### src/rtl/rv32_bus_arbiter_if.sv
// External bus master port of the RV32 bus arbiter: level request/grant
// handshake, one transaction per cycle, single-cycle read response.
interface rv32_bus_arbiter_if #(
    parameter int address_width = 32,
    parameter int data_width    = 32
);
    logic                     ext_req_i;
    logic                     ext_gnt_o;
    logic                     ext_valid_i;
    logic                     ext_we_i;
    logic [3:0]               ext_be_i;
    logic [address_width-1:0] ext_address_i;
    logic [data_width-1:0]    ext_wdata_i;
    logic [data_width-1:0]    ext_rdata_o;
    logic                     ext_rvalid_o;
    logic                     ext_timeout_o;

    modport slave (
        input  ext_req_i, ext_valid_i, ext_we_i, ext_be_i, ext_address_i, ext_wdata_i,
        output ext_gnt_o, ext_rdata_o, ext_rvalid_o, ext_timeout_o
    );

    modport master (
        output ext_req_i, ext_valid_i, ext_we_i, ext_be_i, ext_address_i, ext_wdata_i,
        input  ext_gnt_o, ext_rdata_o, ext_rvalid_o, ext_timeout_o
    );
endinterface

### src/rtl/rv32_bus_arbiter.sv
// Shares the RV32 CPU bus with one external master: halts the CPU, grants the
// bus, then replays the CPU's held address for one cycle before unhalting.
module rv32_bus_arbiter #(
    parameter int address_width    = 32,
    parameter int data_width       = 32,
    parameter int HaltSettleCycles = 2,
    parameter int MaxGrantCycles   = 256,
    parameter int CpuMinCycles     = 16
) (
    input  logic                     clk_i,
    input  logic                     reset_i,
    input  logic [address_width-1:0] cpu_address_i,
    input  logic [data_width-1:0]    cpu_data_i,
    input  logic                     cpu_we_i,
    input  logic [3:0]               cpu_we_ram_i,
    input  logic                     cpu_halt_i,
    output logic                     cpu_halt_o,
    rv32_bus_arbiter_if.slave        ext,
    output logic [address_width-1:0] bus_address_o,
    output logic [data_width-1:0]    bus_data_o,
    output logic                     bus_we_o,
    output logic [3:0]               bus_we_ram_o,
    input  logic [data_width-1:0]    bus_rdata_i
);
    localparam int GW = (MaxGrantCycles > 1) ? $clog2(MaxGrantCycles + 1) : 1;
    localparam int CW = (CpuMinCycles > 1) ? $clog2(CpuMinCycles + 1) : 1;
    localparam logic [GW-1:0] GLAST = (MaxGrantCycles > 0) ? GW'(MaxGrantCycles - 1) : '0;
    localparam logic [CW-1:0] CMIN  = CW'(CpuMinCycles);
    localparam logic [3:0]    HLAST = 4'(HaltSettleCycles - 1);
    localparam bit            TIMEOUT_EN = (MaxGrantCycles > 0);

    typedef enum logic [1:0] {
        S_CPU_OWN,
        S_HALT_WAIT,
        S_EXT_OWN,
        S_RESTORE
    } state_t;

    state_t                   r_state;
    logic [3:0]               r_hcnt;
    logic [GW-1:0]            r_gcnt;
    logic [CW-1:0]            r_cool;
    logic                     r_rd_pend;
    logic                     r_timeout;
    logic [address_width-1:0] r_hold_addr;
    logic [data_width-1:0]    r_hold_data;

    logic w_cool_done;
    logic w_ext_acc;
    logic w_ext_rd;
    logic w_timeout;

    assign w_cool_done = (r_cool >= CMIN);
    assign w_ext_acc   = (r_state == S_EXT_OWN) && ext.ext_valid_i;
    assign w_ext_rd    = w_ext_acc && !ext.ext_we_i;
    assign w_timeout   = TIMEOUT_EN && (r_gcnt == GLAST);

    always_ff @(posedge clk_i) begin
        if (reset_i) begin
            r_state   <= S_CPU_OWN;
            r_hcnt    <= '0;
            r_gcnt    <= '0;
            r_cool    <= CMIN;
            r_rd_pend <= 1'b0;
            r_timeout <= 1'b0;
        end else begin
            r_rd_pend <= w_ext_rd;
            r_timeout <= 1'b0;
            case (r_state)
                S_CPU_OWN: begin
                    if (!w_cool_done) r_cool <= r_cool + CW'(1);
                    if (ext.ext_req_i && w_cool_done) begin
                        r_state <= S_HALT_WAIT;
                        r_hcnt  <= '0;
                    end
                end
                S_HALT_WAIT: begin
                    r_hcnt <= r_hcnt + 4'd1;
                    if (!ext.ext_req_i) begin
                        r_state <= S_RESTORE;
                    end else if (r_hcnt == HLAST) begin
                        r_state <= S_EXT_OWN;
                        r_gcnt  <= '0;
                    end
                end
                S_EXT_OWN: begin
                    r_gcnt <= r_gcnt + GW'(1);
                    // A voluntary release in the timeout cycle suppresses the pulse.
                    if (!ext.ext_req_i) begin
                        r_state <= S_RESTORE;
                    end else if (w_timeout) begin
                        r_state   <= S_RESTORE;
                        r_timeout <= 1'b1;
                    end
                end
                S_RESTORE: begin
                    r_state <= S_CPU_OWN;
                    r_cool  <= '0;
                end
                default: r_state <= S_CPU_OWN;
            endcase
        end
    end

    // Idle bus value during the grant; seeded with the CPU's held transaction.
    always_ff @(posedge clk_i) begin
        if (r_state == S_HALT_WAIT) begin
            r_hold_addr <= cpu_address_i;
            r_hold_data <= cpu_data_i;
        end else if (w_ext_acc) begin
            r_hold_addr <= ext.ext_address_i;
            r_hold_data <= ext.ext_wdata_i;
        end
    end

    always_comb begin
        bus_address_o = cpu_address_i;
        bus_data_o    = cpu_data_i;
        bus_we_o      = cpu_we_i;
        bus_we_ram_o  = cpu_we_ram_i;
        cpu_halt_o    = cpu_halt_i;
        ext.ext_gnt_o = 1'b0;
        case (r_state)
            S_HALT_WAIT, S_RESTORE: begin
                cpu_halt_o   = 1'b1;
                bus_we_o     = 1'b0;
                bus_we_ram_o = 4'h0;
            end
            S_EXT_OWN: begin
                cpu_halt_o    = 1'b1;
                ext.ext_gnt_o = 1'b1;
                if (ext.ext_valid_i) begin
                    bus_address_o = ext.ext_address_i;
                    bus_data_o    = ext.ext_wdata_i;
                    bus_we_o      = ext.ext_we_i;
                    bus_we_ram_o  = ext.ext_we_i ? ext.ext_be_i : 4'h0;
                end else begin
                    bus_address_o = r_hold_addr;
                    bus_data_o    = r_hold_data;
                    bus_we_o      = 1'b0;
                    bus_we_ram_o  = 4'h0;
                end
            end
            default: ;
        endcase
    end

    assign ext.ext_rvalid_o  = r_rd_pend;
    assign ext.ext_rdata_o   = bus_rdata_i;
    assign ext.ext_timeout_o = r_timeout;
endmodule

### src/flat_wrapper.sv
// flat-port wrapper written by rule: the top's interface ports become plain ports
module rv32_bus_arbiter_flat 
#(
    parameter int address_width    = 32,
    parameter int data_width       = 32,
    parameter int HaltSettleCycles = 2,
    parameter int MaxGrantCycles   = 256,
    parameter int CpuMinCycles     = 16
)
  (clk_i, reset_i, cpu_address_i, cpu_data_i, cpu_we_i, cpu_we_ram_i, cpu_halt_i, cpu_halt_o, bus_address_o, bus_data_o, bus_we_o, bus_we_ram_o, bus_rdata_i, ext_ext_req_i, ext_ext_valid_i, ext_ext_we_i, ext_ext_be_i, ext_ext_address_i, ext_ext_wdata_i, ext_ext_gnt_o, ext_ext_rdata_o, ext_ext_rvalid_o, ext_ext_timeout_o);
  rv32_bus_arbiter_if #(.address_width(address_width), .data_width(data_width)) ext_i ();
  input  logic clk_i;
  input  logic reset_i;
  input  logic [address_width-1:0] cpu_address_i;
  input  logic [data_width-1:0] cpu_data_i;
  input  logic cpu_we_i;
  input  logic [3:0] cpu_we_ram_i;
  input  logic cpu_halt_i;
  output logic cpu_halt_o;
  output logic [address_width-1:0] bus_address_o;
  output logic [data_width-1:0] bus_data_o;
  output logic bus_we_o;
  output logic [3:0] bus_we_ram_o;
  input  logic [data_width-1:0] bus_rdata_i;
  input wire logic [$bits(ext_i.ext_req_i)-1:0] ext_ext_req_i;
  input wire logic [$bits(ext_i.ext_valid_i)-1:0] ext_ext_valid_i;
  input wire logic [$bits(ext_i.ext_we_i)-1:0] ext_ext_we_i;
  input wire logic [$bits(ext_i.ext_be_i)-1:0] ext_ext_be_i;
  input wire logic [$bits(ext_i.ext_address_i)-1:0] ext_ext_address_i;
  input wire logic [$bits(ext_i.ext_wdata_i)-1:0] ext_ext_wdata_i;
  output wire logic [$bits(ext_i.ext_gnt_o)-1:0] ext_ext_gnt_o;
  output wire logic [$bits(ext_i.ext_rdata_o)-1:0] ext_ext_rdata_o;
  output wire logic [$bits(ext_i.ext_rvalid_o)-1:0] ext_ext_rvalid_o;
  output wire logic [$bits(ext_i.ext_timeout_o)-1:0] ext_ext_timeout_o;
  assign ext_i.ext_req_i = ext_ext_req_i;
  assign ext_i.ext_valid_i = ext_ext_valid_i;
  assign ext_i.ext_we_i = ext_ext_we_i;
  assign ext_i.ext_be_i = ext_ext_be_i;
  assign ext_i.ext_address_i = ext_ext_address_i;
  assign ext_i.ext_wdata_i = ext_ext_wdata_i;
  assign ext_ext_gnt_o = ext_i.ext_gnt_o;
  assign ext_ext_rdata_o = ext_i.ext_rdata_o;
  assign ext_ext_rvalid_o = ext_i.ext_rvalid_o;
  assign ext_ext_timeout_o = ext_i.ext_timeout_o;
  rv32_bus_arbiter #(.address_width(address_width), .data_width(data_width), .HaltSettleCycles(HaltSettleCycles), .MaxGrantCycles(MaxGrantCycles), .CpuMinCycles(CpuMinCycles)) u_core (.clk_i(clk_i), .reset_i(reset_i), .cpu_address_i(cpu_address_i), .cpu_data_i(cpu_data_i), .cpu_we_i(cpu_we_i), .cpu_we_ram_i(cpu_we_ram_i), .cpu_halt_i(cpu_halt_i), .cpu_halt_o(cpu_halt_o), .ext(ext_i), .bus_address_o(bus_address_o), .bus_data_o(bus_data_o), .bus_we_o(bus_we_o), .bus_we_ram_o(bus_we_ram_o), .bus_rdata_i(bus_rdata_i));
endmodule
### config.mk
export PLATFORM = sky130hd
export DESIGN_NAME = rv32_bus_arbiter_flat
export DESIGN_NICKNAME = d
export VERILOG_FILES = /design/src/rtl/rv32_bus_arbiter_if.sv /design/src/rtl/rv32_bus_arbiter.sv /design/src/flat_wrapper.sv
export SDC_FILE = /design/constraint.sdc
export NUM_CORES = 1
export LEC_CHECK = 0
export CAP_MARGIN = 5
export CORE_ASPECT_RATIO = 0.8
export CORE_MARGIN = 5
export CORE_UTILIZATION = 40
export DETAILED_ROUTE_END_ITERATION = 8
export HOLD_SLACK_MARGIN = 0.02
export PLACE_DENSITY = 0.8
export RECOVER_POWER = 100
export SLEW_MARGIN = 40
export SYNTH_ARGS = -nofsm -noshare
export SYNTH_HDL_FRONTEND = slang
export SYNTH_SLANG_ARGS = --single-unit
### constraint.sdc
create_clock -name clk_i -period 5.3 [get_ports clk_i]
set_input_delay 0.53 -clock clk_i [delete_from_list [all_inputs] [get_ports clk_i]]
set_output_delay 0.53 -clock clk_i [all_outputs]
set_load 0.02 [all_outputs]
== Word level (Yosys, flattened, before mapping) ==
Cells that the tools add are included.

* $add $sub $neg: 3
* Bitwise logic cells: 2
* Order comparisons: 1
* Reduce and logical (&&, ||, !) cells: 16
* Equal/unequal tests: 11
* Muxes and demuxes: 29

{| class="wikitable"
|+ Operators by type and width
! operator !! number
|-
| $mux 32 || 8
|-
| $mux 9 || 2
|-
| $pmux 9 s2 || 1
|-
| $pmux 4 s2 || 2
|-
| $mux 4 || 3
|-
| $mux 2 || 5
|-
| $pmux 5 s2 || 1
|-
| $add 9x1->9 const B || 1
|-
| $eq 9x8->1 const B || 1
|-
| $pmux 2 s4 || 1
|-
| $reduce_bool 2->1 || 4
|-
| $ne 3x2->1 const B || 2
|-
| $reduce_and 3->1 || 2
|-
| $reduce_or 3->1 || 2
|-
| $add 5x1->5 const B || 1
|-
| $ge 5x5->1 const B || 1
|-
| $mux 5 || 1
|-
| $add 4x1->4 const B || 1
|-
| $eq 2x2->1 const B || 2
|-
| $eq 4x1->1 const B || 1
|-
| $mux 1 || 4
|-
| $ne 2x1->1 const B || 2
|-
| $ne 2x2->1 const B || 2
|-
| $reduce_and 2->1 || 2
|-
| other kinds (7) || 10
|}

* Output and inout port bits: 105
* Logic and storage cells: 70
* Register bits after elaboration: 86
* Input bits: 175

== Depth between registers and ports, before layout ==
* Word-level depth: 4
* Depth in mapped cells: 8
* Depth with buffers taken out: 7

== Worst setup path before layout ==
OpenSTA, ideal clock, no wires.

* Path kind: register to register
* From: register u_core.r_state[0]
* To: register u_core.r_hold_addr[0] (enable)
* Library setup time: 424 ps
* Arrival time: 2331 ps
* Cell stages (with the launch flop): 6
* Clock period less this slack: 2755 ps
* Slack: 2545 ps
* Required time: 4876 ps
* Path buffers: 1
* Path through: dfxtp_1 > inv_1 > ha_1 > buf_6 > nand2_1 > nand2_1

* Cells in the longest elaborated chain, start to end: 3
* Elaborated cells on any way between the ends: 4
* Classes of those cells: 2 x eq/ne; 2 x reduce/logical

{| class="wikitable"
|+ Ends and longest elaborated chain
! what !! RTL line !! text
|-
| start: declaration || rv32_bus_arbiter.sv:39 || <nowiki>state_t r_state;</nowiki>
|-
| start signal: assignment || rv32_bus_arbiter.sv:60 || <nowiki>r_state <= S_CPU_OWN;</nowiki>
|-
| start signal: assignment || rv32_bus_arbiter.sv:73 || <nowiki>r_state <= S_HALT_WAIT;</nowiki>
|-
| start signal: assignment || rv32_bus_arbiter.sv:80 || <nowiki>r_state <= S_RESTORE;</nowiki>
|-
| $eq 2x2->1 || rv32_bus_arbiter.sv:54 || <nowiki>assign w_ext_acc = (r_state == S_EXT_OWN) && ext.ext_valid_i;</nowiki>
|-
| $logic_and 1x1->1 || rv32_bus_arbiter.sv:54 ||
|-
| $reduce_bool 2->1 (no source line) (*) || - ||
|-
| end signal: assignment || rv32_bus_arbiter.sv:108 || <nowiki>r_hold_addr <= cpu_address_i;</nowiki>
|-
| end signal: assignment || rv32_bus_arbiter.sv:111 || <nowiki>r_hold_addr <= ext.ext_address_i;</nowiki>
|-
| end: declaration || rv32_bus_arbiter.sv:45 || <nowiki>logic [address_width-1:0] r_hold_addr;</nowiki>
|}

Every way passes the cells marked *; elsewhere a longest branch is shown, timed or not.
A chain may end at the register's enable or synchronous reset.

== Final worst setup path ==
* From: register u_core.r_state[1]
* To: register u_core.r_hold_data[14] (enable)

* Cells in the longest elaborated chain, start to end: 3
* Elaborated cells on any way between the ends: 4
* Classes of those cells: 2 x eq/ne; 2 x reduce/logical

{| class="wikitable"
|+ Ends and longest elaborated chain
! what !! RTL line !! text
|-
| $eq 2x2->1 || rv32_bus_arbiter.sv:54 ||
|-
| $logic_and 1x1->1 || rv32_bus_arbiter.sv:54 ||
|-
| $reduce_bool 2->1 (no source line) (*) || - ||
|-
| end signal: assignment || rv32_bus_arbiter.sv:109 || <nowiki>r_hold_data <= cpu_data_i;</nowiki>
|-
| end signal: assignment || rv32_bus_arbiter.sv:112 || <nowiki>r_hold_data <= ext.ext_wdata_i;</nowiki>
|-
| end: declaration || rv32_bus_arbiter.sv:46 || <nowiki>logic [data_width-1:0] r_hold_data;</nowiki>
|}

Marked as above.

==> out/metrics.csv <==
stage;metric;value;unit
logic_synthesis;synth_mux_area_frac;0.2590;
floorplan;ios;280;
global_route;grt_first_pass_wirelength;23070;um
logic_synthesis;synth-xor-area-share;0;
logic_synthesis;ys_types;43;
routing;drt_iter0_drc;191;
logic_synthesis;syn-num-nets;714;
sta;holdWs;491.1;ps
routing;vias_per_cell;5.194;
pwr;power_leakage;2.983;nW
pwr;p_comb_frac;0.498;
global_route;grt_max_degree;136;
placement;place_inst;860;
logic_synthesis;yosysTopAreaCell;edfxtp_1;
critical_path;worstPathRequired;5260;ps
sta;report.final.slew_viol_count;0;
sta;clock_skew;6.453;ps
sta;grt_setup_unrepaired;false;
floorplan;start_util;0.4068;
critical_path;reg2regPathDepth;6;
logic_synthesis;synth_warnings;0;
cells_and_area;synthToLayoutAreaGrowth;42.32;%
clock_network;numCtsBuffers;9;
floorplan;fp.coreArea;0.01350;mm^2
critical_path;cp-end-kind;flip-flop;
logic_synthesis;synthTopCellsByArea;edfxtp_1, mux2_2, mux2i_1, dfxtp_1, a21oi_1;
clock_network;clk_pin_slew;60;ps
clock_network;postCtsResizedCells;0;
pwr;power_frac_clock;0.179;
routing;wl_per_cell;16.81;um
logic_synthesis;synth_cells;529;
routing;antenna_left;0;
clock_network;postCtsSetupBuffers;0;
critical_path;setup.worst_path.start;u_core.r_state[1];
pwr;power.switching;1.281;mW
critical_path;endpoint;u_core.r_hold_data[14];
sta;finalSetupViolCount;0;
cells_and_area;instances_no_fill;876;
clock_network;clockBufferDepth;2;
routing;wl;14730;um
pwr;seqPwrFrac;0.324;
logic_synthesis;syn_area;0.005493;mm^2
floorplan;die_w;141.0;um
critical_path;reg2reg_slack;1690;ps
clock_network;cts_tree;built;
logic_synthesis;netlist.area_leader.share;0.3499;
global_route;grt_use_total;0.1764;
pwr;power.density;441.7;mW/mm^2
clock_network;clock-root-buffer;clkbuf_16;
sta;hold_viol_final;0;
logic_synthesis;synth-seq-area-share;0.4301;
placement;port_buffers;215;
pwr;p_int;2.172;mW
placement;gp_congestion;0.8268;
critical_path;timing.rr.end;u_core.r_hold_data[14];
pwr;ir_drop;0.0003912;V
logic_synthesis;synth_compound_area_frac;0.1077;
logic_synthesis;postSynthAreaPerCell;10.38;um^2
global_route;grt_overflow;0;
logic_synthesis;synthAdderAreaFrac;0.02278;
logic_synthesis;synth_simple_gate_area_frac;0.1002;
floorplan;die_h;114.8;um
clock_network;cts_hold_buf;0;
floorplan;fp.dieArea;0.01619;mm^2
routing;dr.pass1.iters;4;
hold_path;hold_class;reg2reg;
pwr;swShare;0.3710;
placement;dpl.hpwl;11020;um
sta;fin_crit;3608;ps
sta;slew_headroom;0.2313;
clock_network;cts-htree-levels;3;
logic_synthesis;synth_top_family_by_area;multiplexers;
critical_path;crit_type;reg2reg;
critical_path;path_max_fanout;45;
routing;drcViolationCount;0;
critical_path;worstPathArrival;3570;ps
clock_network;clk_latency;340;ps
routing;num_vias;4550;
critical_path;startpoint_type;flip-flop;
clock_network;cts.sinks;86;
logic_synthesis;synth_seq_cells;86;
sta;final.period_utilization;0.6807;
critical_path;r2r_start;u_core.r_state[1];
global_route;grt_pass1_vias;4706;
sta;tightest_slew;1153;ps
sta;final.setup.tns;0;ps
hold_path;min_path_cells;2;
global_route;antenna_found_initial;0;
run;timing.max_cap.violations;0;
cells_and_area;finalNetCount;876;
floorplan;rows;38;
cells_and_area;drive_gt1_frac;0.1264;
sta;clock.fmax;277.2;MHz
pwr;power;3.453;mW
cells_and_area;diodes;0;
outcome;status;finished clean;
==> power groups by stage <==
stage / registers [mW] / logic [mW] / clock network (mW)
2_1_floorplan: 1.11 / 1.16 / 0
3_3_place_gp: 1.12 / 1.74 / 0
3_5_place_dp: 1.13 / 1.83 / 0
4_1_cts: 1.12 / 1.84 / 0.636
5_1_grt: 1.14 / 1.86 / 0.662
6_report: 1.12 / 1.72 / 0.616
==> synthesized netlist by cell type (all sizes together) <==
master,instances
a21oi,77
nor2,77
mux2i,69
mux2,65
edfxtp,64
buf,47
dfxtp,22
clkbuf,21
ha,10
nand2,9
inv,8
nand3,7
o21ai,7
nor2b,6
a22o,5
and2,3
nor3b,3
o31ai,3
or3,3
or4,3
a211oi,2
nand3b,2
nand4,2
o21bai,2
a21bo,1
a21o,1
a221oi,1
a22oi,1
a31oi,1
a32oi,1
a41oi,1
nand2b,1
nor3,1
nor4,1
nor4b,1
o221a,1
==> worst min-delay path by stage <==
stage	slack [ps]	to	startpoint
after floorplan	450	u_core.r_gcnt[6]	u_core.r_gcnt[6]
after global placement	460	u_core.r_gcnt[7]	u_core.r_gcnt[7]
after detailed placement	480	u_core.r_gcnt[6]	u_core.r_gcnt[6]
after CTS	490	u_core.r_gcnt[6]	u_core.r_gcnt[6]
after global routing	520	u_core.r_gcnt[7]	u_core.r_gcnt[7]
final	490	u_core.r_gcnt[6]	u_core.r_gcnt[6]
==> cells in the final DEF (no fill, tap or decap), drive strengths merged, types with 5 or more instances in the layout <==
cell and n:
inv 8, o21ai 7, nand3 7, edfxtp 64, clkinv 5, nor2 77, a21oi 77, dlygate4sd3 73
mux2 65, ha 10, clkdlybuf4s50 141, clkbuf 12, mux2i 69, a22o 5, nand2 9, dfxtp 22
nor2b 6
==> logic make-up (layout without fill, tap and decap cells) <==
group | count (synthesis) | count (layout)
muxes | 134 | 134
adders and majority gates | 10 | 10
and+or+nand+nor | 119 | 119
DFF | 86 | 86
AOI/OAI and AO/OA | 104 | 104
buffers and inverters | 76 | 243
==> layer usage <==
metal | up-vias | global-route usage | routed length (um)
met4 | 0 | 0.07037 | 369
li1 | 2237 | - | -
met2 | 148 | 0.3138 | 7406
met5 | - | 0 | 0
met1 | 2121 | 0.2055 | 6098
met3 | 44 | 0.04407 | 855
==> registers in the layout, summed over array words and instances, names as in the netlist <==
register and flops:
u_core.ext.ext_rvalid_o 1, u_core.ext.ext_timeout_o 1, u_core.r_cool 5, u_core.r_gcnt 9
u_core.r_hcnt 4, u_core.r_hold_addr 32, u_core.r_hold_data 32, u_core.r_state 2
==> final cells by class <==
type,instances,area (um^2)
fill,1110,5685
multi-input combinational,367,2699
sequential,86,2362
timing repair buffer,219,2218
clock buffer,10,229.0
tap,180,225.2
clock inverter,6,53.80
inverter,8,30.03
==> worst max-delay path, stage by stage, from the launching register on <==
cell	delay, ps
dfxtp_1	360
inv_1	120
ha_1	930
buf_12	280
inv_1	140
nand2_4	500
clkbuf_1	870
==> through the flow <==
stage	setup WS (ps)	util	area (um^2)
final	1692	0.5789	7818
after global routing	1355	0.5789	7818
after CTS	2018	0.5808	7843
after detailed placement	2017	0.5599	7560
after global placement	1886	0.5554	7500
after floorplan	2545	-	5493
Note: power is estimated with default switching activity, not from simulation.
